**src/rtl/wb_accel_dispatch_pkg.sv**
```systemverilog
// Shared widths, code points and types for the writeback / accelerator dispatch block.
package wb_accel_dispatch_pkg;

    localparam int unsigned XLEN = 64;

    // funct3 load size codes
    localparam logic [2:0] SZ_B  = 3'b000;
    localparam logic [2:0] SZ_H  = 3'b001;
    localparam logic [2:0] SZ_W  = 3'b010;
    localparam logic [2:0] SZ_D  = 3'b011;
    localparam logic [2:0] SZ_BU = 3'b100;
    localparam logic [2:0] SZ_HU = 3'b101;
    localparam logic [2:0] SZ_WU = 3'b110;

    // data_to_reg source codes
    localparam logic [1:0] WB_ALU  = 2'b00;
    localparam logic [1:0] WB_MEM  = 2'b01;
    localparam logic [1:0] WB_LINK = 2'b10;
    localparam logic [1:0] WB_ZERO = 2'b11;

    typedef enum logic [1:0] {
        ST_IDLE   = 2'd0,
        ST_LAUNCH = 2'd1,
        ST_WAIT   = 2'd2
    } state_e;

    typedef enum logic [1:0] {
        SEL_NTT    = 2'd0,
        SEL_PWAM   = 2'd1,
        SEL_KECCAK = 2'd2
    } sel_e;

    // One bit per accelerator, used for launch pulses
    typedef struct packed {
        logic ntt;
        logic pwam;
        logic keccak;
    } acc_vec_t;

    // One-hot launch vector for a given selection
    function automatic acc_vec_t sel_onehot(input sel_e s);
        acc_vec_t v;
        v = '0;
        case (s)
            SEL_NTT:    v.ntt    = 1'b1;
            SEL_PWAM:   v.pwam   = 1'b1;
            SEL_KECCAK: v.keccak = 1'b1;
            default:    v        = '0;
        endcase
        return v;
    endfunction

endpackage

```
**src/rtl/wb_load_ext.sv**
```systemverilog
// Load data alignment: shift the addressed lane down, then sign/zero extend by size.
module wb_load_ext
    import wb_accel_dispatch_pkg::*;
(
    input  logic [XLEN-1:0] raw_i,
    input  logic [2:0]      addr_i,
    input  logic [2:0]      size_i,
    output logic [XLEN-1:0] data_o
);

    logic [XLEN-1:0] lane;

    // Misaligned accesses simply use whatever the shift produces
    assign lane = raw_i >> {addr_i, 3'b000};

    // Extension by access size; the unused code 111 yields zero
    always_comb begin
        data_o = '0;
        case (size_i)
            SZ_B:    data_o = {{(XLEN-8){lane[7]}},   lane[7:0]};
            SZ_H:    data_o = {{(XLEN-16){lane[15]}}, lane[15:0]};
            SZ_W:    data_o = {{(XLEN-32){lane[31]}}, lane[31:0]};
            SZ_D:    data_o = lane;
            SZ_BU:   data_o = {{(XLEN-8){1'b0}},  lane[7:0]};
            SZ_HU:   data_o = {{(XLEN-16){1'b0}}, lane[15:0]};
            SZ_WU:   data_o = {{(XLEN-32){1'b0}}, lane[31:0]};
            default: data_o = '0;
        endcase
    end

endmodule

```
**src/rtl/wb_accel_dispatch.sv**
```systemverilog
// Writeback stage: register-file write path, accelerator strobe gating and
// job launch / wait sequencing that stalls the pipeline while a job runs.
module wb_accel_dispatch
    import wb_accel_dispatch_pkg::*;
#(
    parameter int unsigned TIMEOUT_CYCLES = 4096
) (
    input  logic            clk,
    input  logic            rst,
    input  logic [31:0]     inst_in,
    input  logic [XLEN-1:0] alu_out,
    input  logic [XLEN-1:0] wb_data,
    input  logic [1:0]      data_to_reg,
    input  logic            reg_write,
    input  logic [2:0]      size,
    input  logic [XLEN-1:0] dmem_addr,
    input  logic            ntt_start,
    input  logic            pwam_start,
    input  logic            keccak_start,
    input  logic            ntt_we,
    input  logic            pwam_wea,
    input  logic            pwam_web,
    input  logic            keccak_we,
    input  logic            ntt_done,
    input  logic            pwam_done,
    input  logic            keccak_done,
    output logic            rf_we,
    output logic [4:0]      rf_waddr,
    output logic [XLEN-1:0] rf_wdata,
    output logic            ntt_wr,
    output logic            pwam_wr_a,
    output logic            pwam_wr_b,
    output logic            keccak_wr,
    output logic [XLEN-1:0] acc_addr,
    output logic [XLEN-1:0] acc_wdata,
    output logic            ntt_go,
    output logic            pwam_go,
    output logic            keccak_go,
    output logic            stall,
    output logic            acc_err,
    output logic            acc_timeout
);

    localparam int unsigned CNT_W = (TIMEOUT_CYCLES > 2) ? $clog2(TIMEOUT_CYCLES) : 1;
    localparam logic [CNT_W-1:0] CNT_LAST = CNT_W'(TIMEOUT_CYCLES - 1);

    state_e           state_q, state_d;
    sel_e             sel_q, sel_d;
    logic [CNT_W-1:0] cnt_q, cnt_d;
    acc_vec_t         go_q, go_d;
    logic             err_q, err_d;
    logic             to_q, to_d;

    logic             any_start;
    logic             multi_start;
    sel_e             prio_sel;
    logic             sel_done;
    logic             idle;
    logic [XLEN-1:0]  load_data;
    logic             unused_inst;

    assign any_start   = ntt_start | pwam_start | keccak_start;
    assign multi_start = (ntt_start & pwam_start) | (ntt_start & keccak_start)
                       | (pwam_start & keccak_start);
    assign prio_sel    = ntt_start ? SEL_NTT : (pwam_start ? SEL_PWAM : SEL_KECCAK);
    assign idle        = (state_q == ST_IDLE);

    // Only the selected accelerator's done counts
    always_comb begin
        sel_done = 1'b0;
        case (sel_q)
            SEL_NTT:    sel_done = ntt_done;
            SEL_PWAM:   sel_done = pwam_done;
            SEL_KECCAK: sel_done = keccak_done;
            default:    sel_done = 1'b0;
        endcase
    end

    // State register
    always_ff @(posedge clk) begin
        if (rst) begin
            state_q <= ST_IDLE;
        end else begin
            state_q <= state_d;
        end
    end

    // Next-state decode
    always_comb begin
        state_d = state_q;
        case (state_q)
            ST_IDLE:   if (any_start) state_d = ST_LAUNCH;
            ST_LAUNCH: state_d = sel_done ? ST_IDLE : ST_WAIT;
            ST_WAIT:   if (sel_done || (cnt_q == CNT_LAST)) state_d = ST_IDLE;
            default:   state_d = ST_IDLE;
        endcase
    end

    // Next values of selection, timeout counter, launch pulses and sticky flags
    always_comb begin
        sel_d = sel_q;
        cnt_d = cnt_q;
        go_d  = '0;
        err_d = err_q;
        to_d  = to_q;
        case (state_q)
            ST_IDLE: begin
                if (any_start) begin
                    sel_d = prio_sel;
                    go_d  = sel_onehot(prio_sel);
                    if (multi_start) err_d = 1'b1;
                end
            end
            ST_LAUNCH: cnt_d = '0;
            ST_WAIT: begin
                if (!sel_done) begin
                    if (cnt_q == CNT_LAST) begin
                        to_d = 1'b1;
                    end else begin
                        cnt_d = cnt_q + CNT_W'(1);
                    end
                end
            end
            default: ;
        endcase
    end

    // Control registers
    always_ff @(posedge clk) begin
        if (rst) begin
            sel_q <= SEL_NTT;
            cnt_q <= '0;
            go_q  <= '0;
            err_q <= 1'b0;
            to_q  <= 1'b0;
        end else begin
            sel_q <= sel_d;
            cnt_q <= cnt_d;
            go_q  <= go_d;
            err_q <= err_d;
            to_q  <= to_d;
        end
    end

    wb_load_ext u_load_ext (
        .raw_i  (wb_data),
        .addr_i (dmem_addr[2:0]),
        .size_i (size),
        .data_o (load_data)
    );

    // Register-file write data source
    always_comb begin
        rf_wdata = '0;
        case (data_to_reg)
            WB_ALU:  rf_wdata = alu_out;
            WB_MEM:  rf_wdata = load_data;
            WB_LINK: rf_wdata = alu_out;
            WB_ZERO: rf_wdata = '0;
            default: rf_wdata = '0;
        endcase
    end

    assign rf_waddr    = inst_in[11:7];
    assign rf_we       = reg_write & (inst_in[11:7] != 5'd0) & idle & ~any_start;
    assign unused_inst = ^{inst_in[31:12], inst_in[6:0]};

    assign ntt_wr    = ntt_we    & idle;
    assign pwam_wr_a = pwam_wea  & idle;
    assign pwam_wr_b = pwam_web  & idle;
    assign keccak_wr = keccak_we & idle;

    assign acc_addr  = dmem_addr;
    assign acc_wdata = wb_data;

    assign ntt_go      = go_q.ntt;
    assign pwam_go     = go_q.pwam;
    assign keccak_go   = go_q.keccak;
    assign stall       = ~idle;
    assign acc_err     = err_q;
    assign acc_timeout = to_q;

endmodule

```
**config.mk**
```make
export PLATFORM = sky130hd
export DESIGN_NAME = wb_accel_dispatch
export DESIGN_NICKNAME = d
export VERILOG_FILES = /design/src/rtl/wb_accel_dispatch_pkg.sv /design/src/rtl/wb_load_ext.sv /design/src/rtl/wb_accel_dispatch.sv
export SDC_FILE = /design/constraint.sdc
export NUM_CORES = 1
export LEC_CHECK = 0
export CAP_MARGIN = 20
export CORE_AREA = 2 2 176 178
export DETAILED_ROUTE_END_ITERATION = 7
export DIE_AREA = 0 0 178 180
export SYNTH_ARGS = -nofsm -noshare
export SYNTH_HDL_FRONTEND = slang
export SYNTH_SLANG_ARGS = --single-unit
```
**constraint.sdc**
```tcl
create_clock -name clk -period 5.8 [get_ports clk]
set_input_delay 0.58 -clock clk [delete_from_list [all_inputs] [get_ports clk]]
set_output_delay 0.58 -clock clk [all_outputs]
set_load 0.01 [all_outputs]
```
==> flow_metrics.tcl <==
set metrics [dict create \
    outcome "complete, no violations" \
    postRouteAntennaNets 0 \
    ys_seq_area_frac 0.0895 \
    viasPerCell 4.47 \
    drive_gt1_frac 0.0606 \
    path_clk_slew_ns 0.06 \
    rsz0062_at_grt "no" \
    totalPowerFinal_uw 844 \
    finalSetupViolCount 0 \
    grt_pass1_wl_mm 33.5 \
    cts_setup_buffers 0 \
    vias 5310 \
    required_ns 5.22 \
    yosys.area.top_type "buf_4" \
    start_util 0.156 \
    slew_headroom 0.277 \
    ys_top_cells_by_area "buf_4, mux2i_1, dfxtp_1" \
    rows 64 \
    clock-sinks 21 \
    ys_warn_count 0 \
    synthMuxAreaShare 0.160 \
    fmax_mhz 237 \
    worstHoldPathType "reg2reg" \
    dp_hpwl_mm 18.6 \
    grt_pass1_vias 5216 \
    synth.distinct_cells 66 \
    ys.flop_type "dfxtp_1" \
    die_w_um 178 \
    grt_max_degree 37 \
    ioPinCount 450 \
    synth_top_area_frac 0.216 \
    synthArstFlopShare 0 \
    finalCriticalPeriod_ns 4.22 \
    synth_seq_cells 21 \
    mostFrequentLayoutCells "clkdlybuf4s50_1, nand2_1, mux2i_1" \
    tns_ns 0 \
    cts_max_path_buffers 2 \
    syn_area_um2 4700 \
    clock-root-buffer "clkbuf_16" \
    io_buffer_count 300 \
    nets 1036 \
    vdd_ir_drop_max_mv 0.208 \
    drtPass1Iterations 5 \
    synth.avg_cell_area_um2 7.20 \
    syn-num-nets 895 \
    cts_buffers 3 \
    syn_inst 652 \
    hold_viol_final 0 \
    drv_cap 0 \
    synth_xor_area_frac 0.00373 \
    cts-htree-levels 1 \
    tightest_slew_ns 1.08 \
    path_max_fanout 13 \
    leakagePower_uw 0.00269 \
    worstSetupPathType "in2out" \
    synth_top_family_by_area "buffers and inverters" \
    wl_per_cell_um 19.7 \
    p_per_area_nw_per_um2 118 \
    antenna_found_initial 2 \
    die_y_um 180 \
    arrival_ns 3.64 \
    coreArea_um2 30200 \
    pre_cts_ws_ns 1.54 \
    drv_slew 0 \
    routed_wirelength_mm 23.5 \
    dieArea_um2 32000 \
    synth_compound_area_frac 0.260 \
    synth_edf_count 0 \
    worst_setup_path_end_kind "output port" \
    fin_ws_ns 1.58 \
    cts_resized 0 \
    synth_fa_ha_area_frac 0.00480 \
    drt_iter0_drc 258 \
    tritoncts "built" \
    grt_usage 0.138 \
    cts-hold-fix-buffers 0 \
    layout_worst_path_cycle_share 0.727 \
    clock_latency_ns 0.25 \
    route.detailed.drc 0 \
    routabilityCongestion 0.840 \
    area_delta_synth_final_pct 52.7 \
    clock_skew_ns 0.00150 \
    start_kind "input pin" \
    synth-simple-area-share 0.208 \
    overflow 0 \
    layout.cells.most_common "clkdlybuf4s50_1" \
]
==> per-layer routing <==
layer / vias to the layer above / track usage / part of all wire
li1: 2499 / - / -
met3: 58 / 0.0157 / 0.070
met1: 2488 / 0.171 / 0.41
met2: 265 / 0.240 / 0.48
met4: 0 / 0.0551 / 0.045
met5: - / 0 / 0
==> worst paths after layout <==
check / startpoint / to / slack (ns) / cells past startpoint
hold / removal: acc_timeout / acc_timeout / 0.48 / 2
setup / recovery: dmem_addr[2] / rf_wdata[32] / 1.58 / 8
hold reg to reg: acc_timeout / acc_timeout / 0.48 / 2
setup reg to reg: cnt_q[0] / cnt_q[1] / 3.60 / 6
==> sequential cells by signal, summed over array words and instances, names as in the netlist <==
signal       count
acc_err          1
acc_timeout      1
cnt_q           12
keccak_go        1
ntt_go           1
pwam_go          1
sel_q            2
state_q          2
==> cells by family after synthesis <==
group                    after synthesis
multiplexers                          70
flip-flops                            21
XOR/XNOR                               2
AO/OA/AOI/OAI                        162
AND/OR/NAND/NOR                      193
buffers and inverters                202
adder cells (fa/ha/maj)                2
==> critical path, stage by stage <==
cell	delay (ns)
clkdlybuf4s50_1	0.63
nor3b_2	0.26
buf_4	0.22
and3_1	0.21
o31a_1	0.36
o31ai_4	0.55
o221ai_1	0.26
clkdlybuf4s50_1	0.56
==> synth_stat cells, types with 3 or more instances <==
cell	instances
inv_1	26
nor3_1	11
o22a_1	8
clkbuf_1	27
mux2_2	15
a22o_1	4
nor2_1	32
and2_1	13
a21oi_1	32
o21ai_0	18
o211ai_1	7
nor2b_1	17
a2bb2oi_1	19
a32oi_1	11
nand4_1	4
buf_2	10
mux2i_1	51
a211oi_1	6
nand3b_1	3
o221ai_1	20
nand3_1	11
nand2b_1	6
o2bb2ai_1	6
a31oi_1	3
buf_4	135
nand2_1	72
o21a_1	7
or3_1	3
dfxtp_1	21
a22oi_1	6
and3_1	4
==> per-stage QoR <==
step / utilization / std cells / hold slack (ns) / cell area (um2)
floorplan: - / 652 / 0.462 / 4700
global placement: 0.235 / 1184 / 0.455 / 7090
detailed placement: 0.235 / 1184 / 0.467 / 7090
CTS: 0.237 / 1188 / 0.480 / 7170
global route: 0.237 / 1189 / 0.511 / 7170
finish: 0.237 / 1189 / 0.479 / 7170
==> cell type report <==
class                           count  area (um2)
Antenna cell                        1        2.50
Clock buffer                        4        78.8
Fill cell                        3323       23000
Inverter                           27         101
Multi-Input combinational cell    429        3000
Sequential cell                    21         420
Tap cell                          396         495
Timing Repair Buffer              311        3070
==> power breakdown <==
group | switching (uW) | leakage, uW | total, uW | internal [uW]
clock network | 50.0 | 0.0000382 | 144 | 93.5
registers | 2.99 | 0.000170 | 152 | 149
logic | 254 | 0.00248 | 549 | 295
total | 307 | 0.00269 | 844 | 537
Note: power is estimated with default switching activity, not from simulation.
